==> config.mk <==
export PLATFORM = sky130hd
export DESIGN_NAME = pe_load_ctrl
export DESIGN_NICKNAME = d
export VERILOG_FILES = /design/src/rtl/pe_load_ctrl.sv
export SDC_FILE = /design/constraint.sdc
export NUM_CORES = 1
export LEC_CHECK = 0
export CAP_MARGIN = 20
export CORE_MARGIN = 8
export CORE_UTILIZATION = 45
export DETAILED_ROUTE_END_ITERATION = 12
export PLACE_DENSITY = 0.78
export SETUP_SLACK_MARGIN = 0.15
export SYNTH_ARGS = -nofsm -noshare
export SYNTH_HDL_FRONTEND = slang
export SYNTH_SLANG_ARGS = --single-unit
==> constraint.sdc <==
create_clock -name aclk -period 1.6 [get_ports aclk]
set_input_delay 0.32 -clock aclk [delete_from_list [all_inputs] [get_ports aclk]]
set_output_delay 0.32 -clock aclk [all_outputs]
set_load 0.02 [all_outputs]
==> src/rtl/pe_load_ctrl.sv <==
// pe_load_ctrl: streams a B vector into a PE's local RAM, then streams the
// A vector as MAC operands aligned with the RAM read latency. It collects N
// PE result strobes and captures the final dot-product result.
module pe_load_ctrl #(
    parameter int unsigned L_RAM_SIZE = 3
) (
    input  logic                  aclk,
    input  logic                  aresetn,
    input  logic                  start,
    input  logic                  s_valid,
    input  logic [31:0]           s_data,
    output logic                  s_ready,
    output logic                  pe_aresetn,
    output logic [31:0]           pe_din,
    output logic [L_RAM_SIZE-1:0] pe_addr,
    output logic                  pe_we,
    output logic [31:0]           pe_ain,
    output logic                  pe_valid,
    input  logic                  pe_dvalid,
    input  logic [31:0]           pe_dout,
    output logic                  busy,
    output logic                  done,
    output logic [31:0]           result
);

    // The element index of the last word in each phase is N-1, which is all ones.
    localparam logic [L_RAM_SIZE-1:0] CNT_LAST = '1;
    localparam logic [L_RAM_SIZE:0]   DV_LAST  = {1'b0, {L_RAM_SIZE{1'b1}}};

    typedef enum logic [2:0] {
        S_IDLE,
        S_LOAD,
        S_CALC,
        S_WAIT,
        S_DONE
    } state_t;

    state_t                  state_q, state_d;
    logic [L_RAM_SIZE-1:0]   cnt_q, cnt_d;
    logic [L_RAM_SIZE:0]     dv_cnt_q, dv_cnt_d;
    logic                    pe_aresetn_q, pe_aresetn_d;
    logic                    pe_we_q, pe_we_d;
    logic [L_RAM_SIZE-1:0]   pe_addr_q, pe_addr_d;
    logic [31:0]             pe_din_q, pe_din_d;
    // A-operand stage that waits one cycle for the PE RAM read data.
    logic                    stg_vld_q, stg_vld_d;
    logic [31:0]             stg_ain_q, stg_ain_d;
    logic                    pe_valid_q, pe_valid_d;
    logic [31:0]             pe_ain_q, pe_ain_d;
    logic                    done_q, done_d;
    logic [31:0]             result_q, result_d;
    logic                    beat;

    assign s_ready    = (state_q == S_LOAD) || (state_q == S_CALC);
    assign beat       = s_valid && s_ready;
    assign busy       = (state_q != S_IDLE);
    assign pe_aresetn = pe_aresetn_q;
    assign pe_we      = pe_we_q;
    assign pe_addr    = pe_addr_q;
    assign pe_din     = pe_din_q;
    assign pe_valid   = pe_valid_q;
    assign pe_ain     = pe_ain_q;
    assign done       = done_q;
    assign result     = result_q;

    // Next-state and registered-output logic for the load/compute sequence.
    always_comb begin
        state_d      = state_q;
        cnt_d        = cnt_q;
        dv_cnt_d     = dv_cnt_q;
        pe_aresetn_d = 1'b1;
        pe_we_d      = 1'b0;
        pe_addr_d    = pe_addr_q;
        pe_din_d     = pe_din_q;
        stg_vld_d    = 1'b0;
        stg_ain_d    = stg_ain_q;
        pe_valid_d   = stg_vld_q;
        pe_ain_d     = stg_vld_q ? stg_ain_q : pe_ain_q;
        done_d       = 1'b0;
        result_d     = result_q;

        // Result strobes only belong to this run once the A stream has begun.
        if (pe_dvalid && ((state_q == S_CALC) || (state_q == S_WAIT))) begin
            dv_cnt_d = dv_cnt_q + 1'b1;
        end

        case (state_q)
            S_IDLE: begin
                if (start) begin
                    state_d      = S_LOAD;
                    cnt_d        = '0;
                    dv_cnt_d     = '0;
                    pe_aresetn_d = 1'b0;
                end
            end
            S_LOAD: begin
                if (beat) begin
                    pe_we_d   = 1'b1;
                    pe_addr_d = cnt_q;
                    pe_din_d  = s_data;
                    cnt_d     = cnt_q + 1'b1;
                    if (cnt_q == CNT_LAST) begin
                        state_d = S_CALC;
                        cnt_d   = '0;
                    end
                end
            end
            S_CALC: begin
                if (beat) begin
                    pe_addr_d = cnt_q;
                    stg_vld_d = 1'b1;
                    stg_ain_d = s_data;
                    cnt_d     = cnt_q + 1'b1;
                    if (cnt_q == CNT_LAST) begin
                        state_d = S_WAIT;
                        cnt_d   = '0;
                    end
                end
            end
            S_WAIT: begin
                if (pe_dvalid && (dv_cnt_q >= DV_LAST)) begin
                    result_d = pe_dout;
                    done_d   = 1'b1;
                    state_d  = S_DONE;
                end
            end
            S_DONE: begin
                state_d = S_IDLE;
            end
            default: begin
                state_d = S_IDLE;
            end
        endcase
    end

    // State and output registers with synchronous active-low reset.
    always_ff @(posedge aclk) begin
        if (!aresetn) begin
            state_q      <= S_IDLE;
            cnt_q        <= '0;
            dv_cnt_q     <= '0;
            pe_aresetn_q <= 1'b0;
            pe_we_q      <= 1'b0;
            pe_addr_q    <= '0;
            pe_din_q     <= '0;
            stg_vld_q    <= 1'b0;
            stg_ain_q    <= '0;
            pe_valid_q   <= 1'b0;
            pe_ain_q     <= '0;
            done_q       <= 1'b0;
            result_q     <= '0;
        end else begin
            state_q      <= state_d;
            cnt_q        <= cnt_d;
            dv_cnt_q     <= dv_cnt_d;
            pe_aresetn_q <= pe_aresetn_d;
            pe_we_q      <= pe_we_d;
            pe_addr_q    <= pe_addr_d;
            pe_din_q     <= pe_din_d;
            stg_vld_q    <= stg_vld_d;
            stg_ain_q    <= stg_ain_d;
            pe_valid_q   <= pe_valid_d;
            pe_ain_q     <= pe_ain_d;
            done_q       <= done_d;
            result_q     <= result_d;
        end
    end

endmodule

---- Word level (Yosys, flattened, before mapping) ----
Index checks and enable logic that the tools add are counted.
word-level totals
  register bits ........................... 146
  memory bits (writable) .................. 0
  bits of input ports ..................... 69
  memories ................................ 0
  memory bits (read-only) ................. 0
  bits in latches ......................... 0
operators by class
  shift-type cells ........................ 0
  multipliers ............................. 0
  muxes and demuxes ....................... 18
  divide/modulo/power cells ............... 0
  eq/ne operators ......................... 11
  bitwise logic cells ..................... 0
  reductions and logical operators ........ 18
  add/sub/neg operators ................... 2
  $lt $le $gt $ge ......................... 1
operator list
  cell                                                    number
  two-way mux 3 bit                                       9
  AND reduction 2 bit                                     7
  two-way mux 4 bit                                       3
  one-hot mux 3 bit (4 select lines)                      1
  inequality test 2 x 1 -> 1 bit (second input constant)  4
  == test 3 x 2 -> 1 bit (second input constant)          2
  inequality test 2 bit (second input constant)           3
  one-hot mux 3 bit (2 select lines)                      1
  AND reduction 6 bit                                     1
  adder 4 x 1 -> 4 bit (second input constant)            1
  >= comparator 4 x 3 -> 1 bit (second input constant)    1
  two-way mux 1 bit                                       4
  adder 3 x 1 -> 3 bit (second input constant)            1
  == test 3 x 1 -> 1 bit (second input constant)          1
  == test 3 bit (second input constant)                   1
  logical AND 1 bit                                       3
  zero test 3 bit                                         1
  AND reduction 3 bit                                     1
  nonzero test 3 bit                                      1
  logical OR 1 bit                                        2
  nonzero test 2 bit                                      1
  OR reduction 2 bit                                      1

---- Depth between registers and ports, before layout ----
  word-level depth ........................ 6
  gate-level depth with buffers ........... 6

---- Worst setup path before layout ----
Ideal clock, no wire load.
  path kind ............................... register to register
  start ................................... reg state_q[2]
  end ..................................... reg result_q[10], in the netlist result[10]
  cell stages (with the launch flop) ...... 7
  setup slack ............................. 237 ps
  library setup time ...................... 72 ps
  arrival time ............................ 1292 ps
  data required time ...................... 1528 ps
  cell sequence ........................... dfxtp_1 > buf_2 > nand3b_4 > nor3b_2 > buf_4 > buf_6 > mux2i_1
between the ends
  cells in the longest elaborated chain, start to end .. 2
RTL lines
  what                                  RTL line  source
  start: declaration                    38        state_t state_q, state_d;
  start signal: assignment              153       state_q <= state_d;
  == test 3 x 2 -> 1 bit                87        case (state_q)
  AND reduction 2 bit (no source line)  --
  end signal: assignment                165       result_q <= result_d;
  end: declaration                      51        logic [31:0] result_q, result_d;
No other way between the ends.
A chain may end at the register's enable or synchronous reset.

---- Final worst setup path ----
  start ................................... reg state_q[0]
  end ..................................... out busy
between the ends
  cells in the longest elaborated chain, start to end .. 1
RTL lines
  what                RTL line  source
  nonzero test 3 bit  56        assign busy = (state_q != S_IDLE);
  end: declaration    21        output logic busy,
No other way between the ends.

==> flow_metrics.env <==
export IMPL_status="finished, violations left"
export IMPL_violations="setup timing"
export IMPL_cts_sinks=146
export IMPL_hold_start="aresetn"
export IMPL_dpl_worst_slack_ns=-0.2055
export IMPL_synth_cell_type_count=35
export IMPL_power_density_mw_per_mm2=916.9
export IMPL_drt_wl_total_um=18440
export IMPL_cts_root_buf="clkbuf_16"
export IMPL_synthCells=609
export IMPL_maxCapViolCount=0
export IMPL_yosysWarnings=0
export IMPL_vias_per_cell=5.000
export IMPL_post_drt_wl_per_cell_um=18.55
export IMPL_cts_hold_buf=0
export IMPL_cp_top_family="flip-flops"
export IMPL_critical_path_buf_inv_count=1
export IMPL_initial_utilization_pct=45.49
export IMPL_synth_seq_cells=146
export IMPL_critPathKind="reg -> out"
export IMPL_end_kind="output pin"
export IMPL_rsz0062_at_grt="yes"
export IMPL_fin_crit_ns=1.622
export IMPL_crit_chain="or3_4 -> buf_6"
export IMPL_io_buffers=173
export IMPL_mostFrequentLayoutCells="139 x dfxtp_1, 130 x nand2_1, 68 x mux2i_1"
export IMPL_p_sw_mw=1.856
export IMPL_relSlewSlack_pct=75.87
export IMPL_fin_worst_skew_ns=0.009242
export IMPL_tritoncts="built"
export IMPL_crit_path_start="state_q[0]"
export IMPL_track_usage_pct=20.75
export IMPL_die_x_um=128.3
export IMPL_pwr_share_comb_pct=8.1
export IMPL_power_frac_clock_pct=48.8
export IMPL_synth_nets=681
export IMPL_crit_fanout=5
export IMPL_max_freq_ghz=0.6167
export IMPL_hpwl_um=10480
export IMPL_hold_class="in -> reg"
export IMPL_critPathMaxStageDelay_ns=0.37
export IMPL_min_to="pe_aresetn"
export IMPL_synth_top_cell_area_share_pct=51.54
export IMPL_p_int_mw=6.737
export IMPL_clk_latency_ns=0.43
export IMPL_reg2reg_slack_ns=0.07
export IMPL_htree_levels=4
export IMPL_cts_clk_slew_worst_paths_ns=0.06
export IMPL_critPathLaunchType="flip-flop"
export IMPL_drive_above_1_share_pct=27.37
export IMPL_io_pin_count=174
export IMPL_vias=4970
export IMPL_hold_viol_final=0
export IMPL_drc=0
export IMPL_core_mm2=0.01247
export IMPL_ys_seq_area_share_pct=51.54
export IMPL_grt_first_pass_wirelength_um=26500
export IMPL_row_count=41
export IMPL_first_global_vias=5045
export IMPL_yosys_area_top_type="dfxtp_1"
export IMPL_worstPathRequired_ns=1.28
export IMPL_syn2layout_area_growth_pct=65.27
export IMPL_critPathSlowestCell="dfxtp_4"
export IMPL_setup_ws_ns=-0.02160
export IMPL_reg2reg_to="pe_din[8]"
export IMPL_antenna_cells=0
export IMPL_crit_arrival_ns=1.30
export IMPL_post_layout_nonfiller_instances=994
export IMPL_setup_viol=1
export IMPL_dr_first_iter_drc_count=345
export IMPL_ant_nets=0
export IMPL_gr_total_overflow=0
export IMPL_grt_max_degree=107
export IMPL_cts_buffers=17
export IMPL_holdPathStages=3
export IMPL_pwr_share_seq_pct=43.0
export IMPL_ys_top_cells_by_area="dfxtp_1 52%, nand2_1 13%, mux2i_1 12%, a21boi_0 6.5%, nor2b_1 3.9%"
export IMPL_worstRegToRegCells=7
export IMPL_power_leakage_nw=3.694
export IMPL_setup_tns_ns=-0.02160
export IMPL_dr_pass1_iters=6
export IMPL_slew_violations=0
export IMPL_ir_drop_mv=0.7368
export IMPL_antenna_found_initial=0
export IMPL_final_common_cell="dfxtp_1"
export IMPL_die_area_mm2=0.01645
export IMPL_rr_startpoint="state_q[2]"
export IMPL_period_share_pct=101.4
export IMPL_final_nets=881
export IMPL_place_inst=929
export IMPL_syn_area_per_cell_um2=9.311
export IMPL_sw_frac_of_total_pct=21.60
export IMPL_syn_area_mm2=0.005670
export IMPL_tightest_slew_ns=0.3620
export IMPL_clk_path_buf_depth=2
export IMPL_gp_congestion=0.8289
export IMPL_die_h_um=128.3
[area by class of cell]
type / instances / area (µm²)
well taps: 172 / 215.2
clock buffers: 23 / 467.9
inverters: 2 / 7.507
multi-input cells: 415 / 3152
flip-flops and latches: 146 / 2937
clock inverters: 9 / 153.9
repair buffers: 227 / 2439
fillers: 848 / 3094
[cell families (layout without fill, tap and decap cells)]
kind of cell / count (synthesis) / count (layout) / synth area share, %
AOI/OAI and AO/OA: 79 / 79 / 10.17
xor gates and xnor gates: 4 / 4 / 0.7504
adders and majority gates: 3 / 3 / 0.6620
buffers and inverters: 48 / 261 / 4.126
DFF: 146 / 146 / 51.54
muxes: 68 / 68 / 12.00
and+or+nand+nor: 261 / 261 / 20.74
[power groups by stage]
stage | clock network [mW] | logic [mW] | registers, mW
final | 4.19 | 0.700 | 3.70
after global routing | 4.39 | 0.739 | 3.70
after CTS | 4.22 | 0.607 | 3.70
after detailed placement | 0 | 0.578 | 3.78
after global placement | 0 | 0.565 | 3.78
after floorplan | 0 | 0.197 | 3.82
[worst register-to-register path: stages (launching register included)]
cell and delay [ns]:
dfxtp_2 0.33, buf_6 0.13, buf_6 0.12, nor4bb_4 0.29, buf_6 0.22, clkbuf_16 0.21
nand2_2 0.05, a21boi_1 0.12
[how the worst max path moves through the flow]
stage,endpoint,cells past startpoint
global placement,stg_ain_q[29],6
finish,busy,2
detailed placement,pe_din[10],5
global route,busy,2
CTS,busy,2
floorplan,result[10],6
[Yosys cell counts (all sizes together)]
library cell	n
and4b	1
nand3	6
nor2b	35
inv	2
nand2	195
mux2i	68
buf	22
nor2	4
nand3b	1
o21ai	5
clkbuf	24
ha	3
xnor2	1
and2	5
nor3	1
a21o	1
nor4b	1
or3	2
a21oi	4
nand2b	3
a311oi	2
nor4bb	1
nand4bb	2
and4bb	1
a21boi	67
nand4b	1
nor3b	1
xor2	3
or4	1
dfxtp	146
[registers in the layout (all words and copies together) (netlist names), 3 cells and up]
| name | cells |
|---|---|
| result | 32 |
| cnt_q | 3 |
| pe_addr | 3 |
| stg_ain_q | 32 |
| dv_cnt_q | 4 |
| pe_ain | 32 |
| state_q | 3 |
| pe_din | 32 |
[metrics by stage]
| step | total power [mW] | hold slack (ns) | cell area, µm² | utilization (%) |
|---|---|---|---|---|
| after floorplan | 4.016 | 0.4347 | 5670 | - |
| after global placement | 4.342 | 0.4403 | 7656 | 61.42 |
| after detailed placement | 4.358 | 0.4457 | 7656 | 61.42 |
| after CTS | 8.524 | 0.2019 | 8751 | 70.20 |
| after global routing | 8.828 | 0.3093 | 9371 | 75.18 |
| final | 8.593 | 0.3019 | 9371 | 75.18 |
[metal layers]
metal | wire length (µm) | global-route usage, % | part of all wire [%] | vias up
met2 | 9067 | 35.13 | 49 | 163
li1 | - | - | - | 2407
met4 | 389 | 8.042 | 2.1 | 0
met3 | 1533 | 8.195 | 8.3 | 33
met1 | 7446 | 22.84 | 40 | 2367
met5 | 0 | 0 | 0 | -
[timing repair]
action	4_1_cts	5_1_grt
gates resized for setup	226	204
endpoints found under the hold margin	0	0
pin swaps	42	92
cloned	11	4
setup buffers	12	6
setup endpoints to repair	152	154
(Power assumes the default switching activity.)
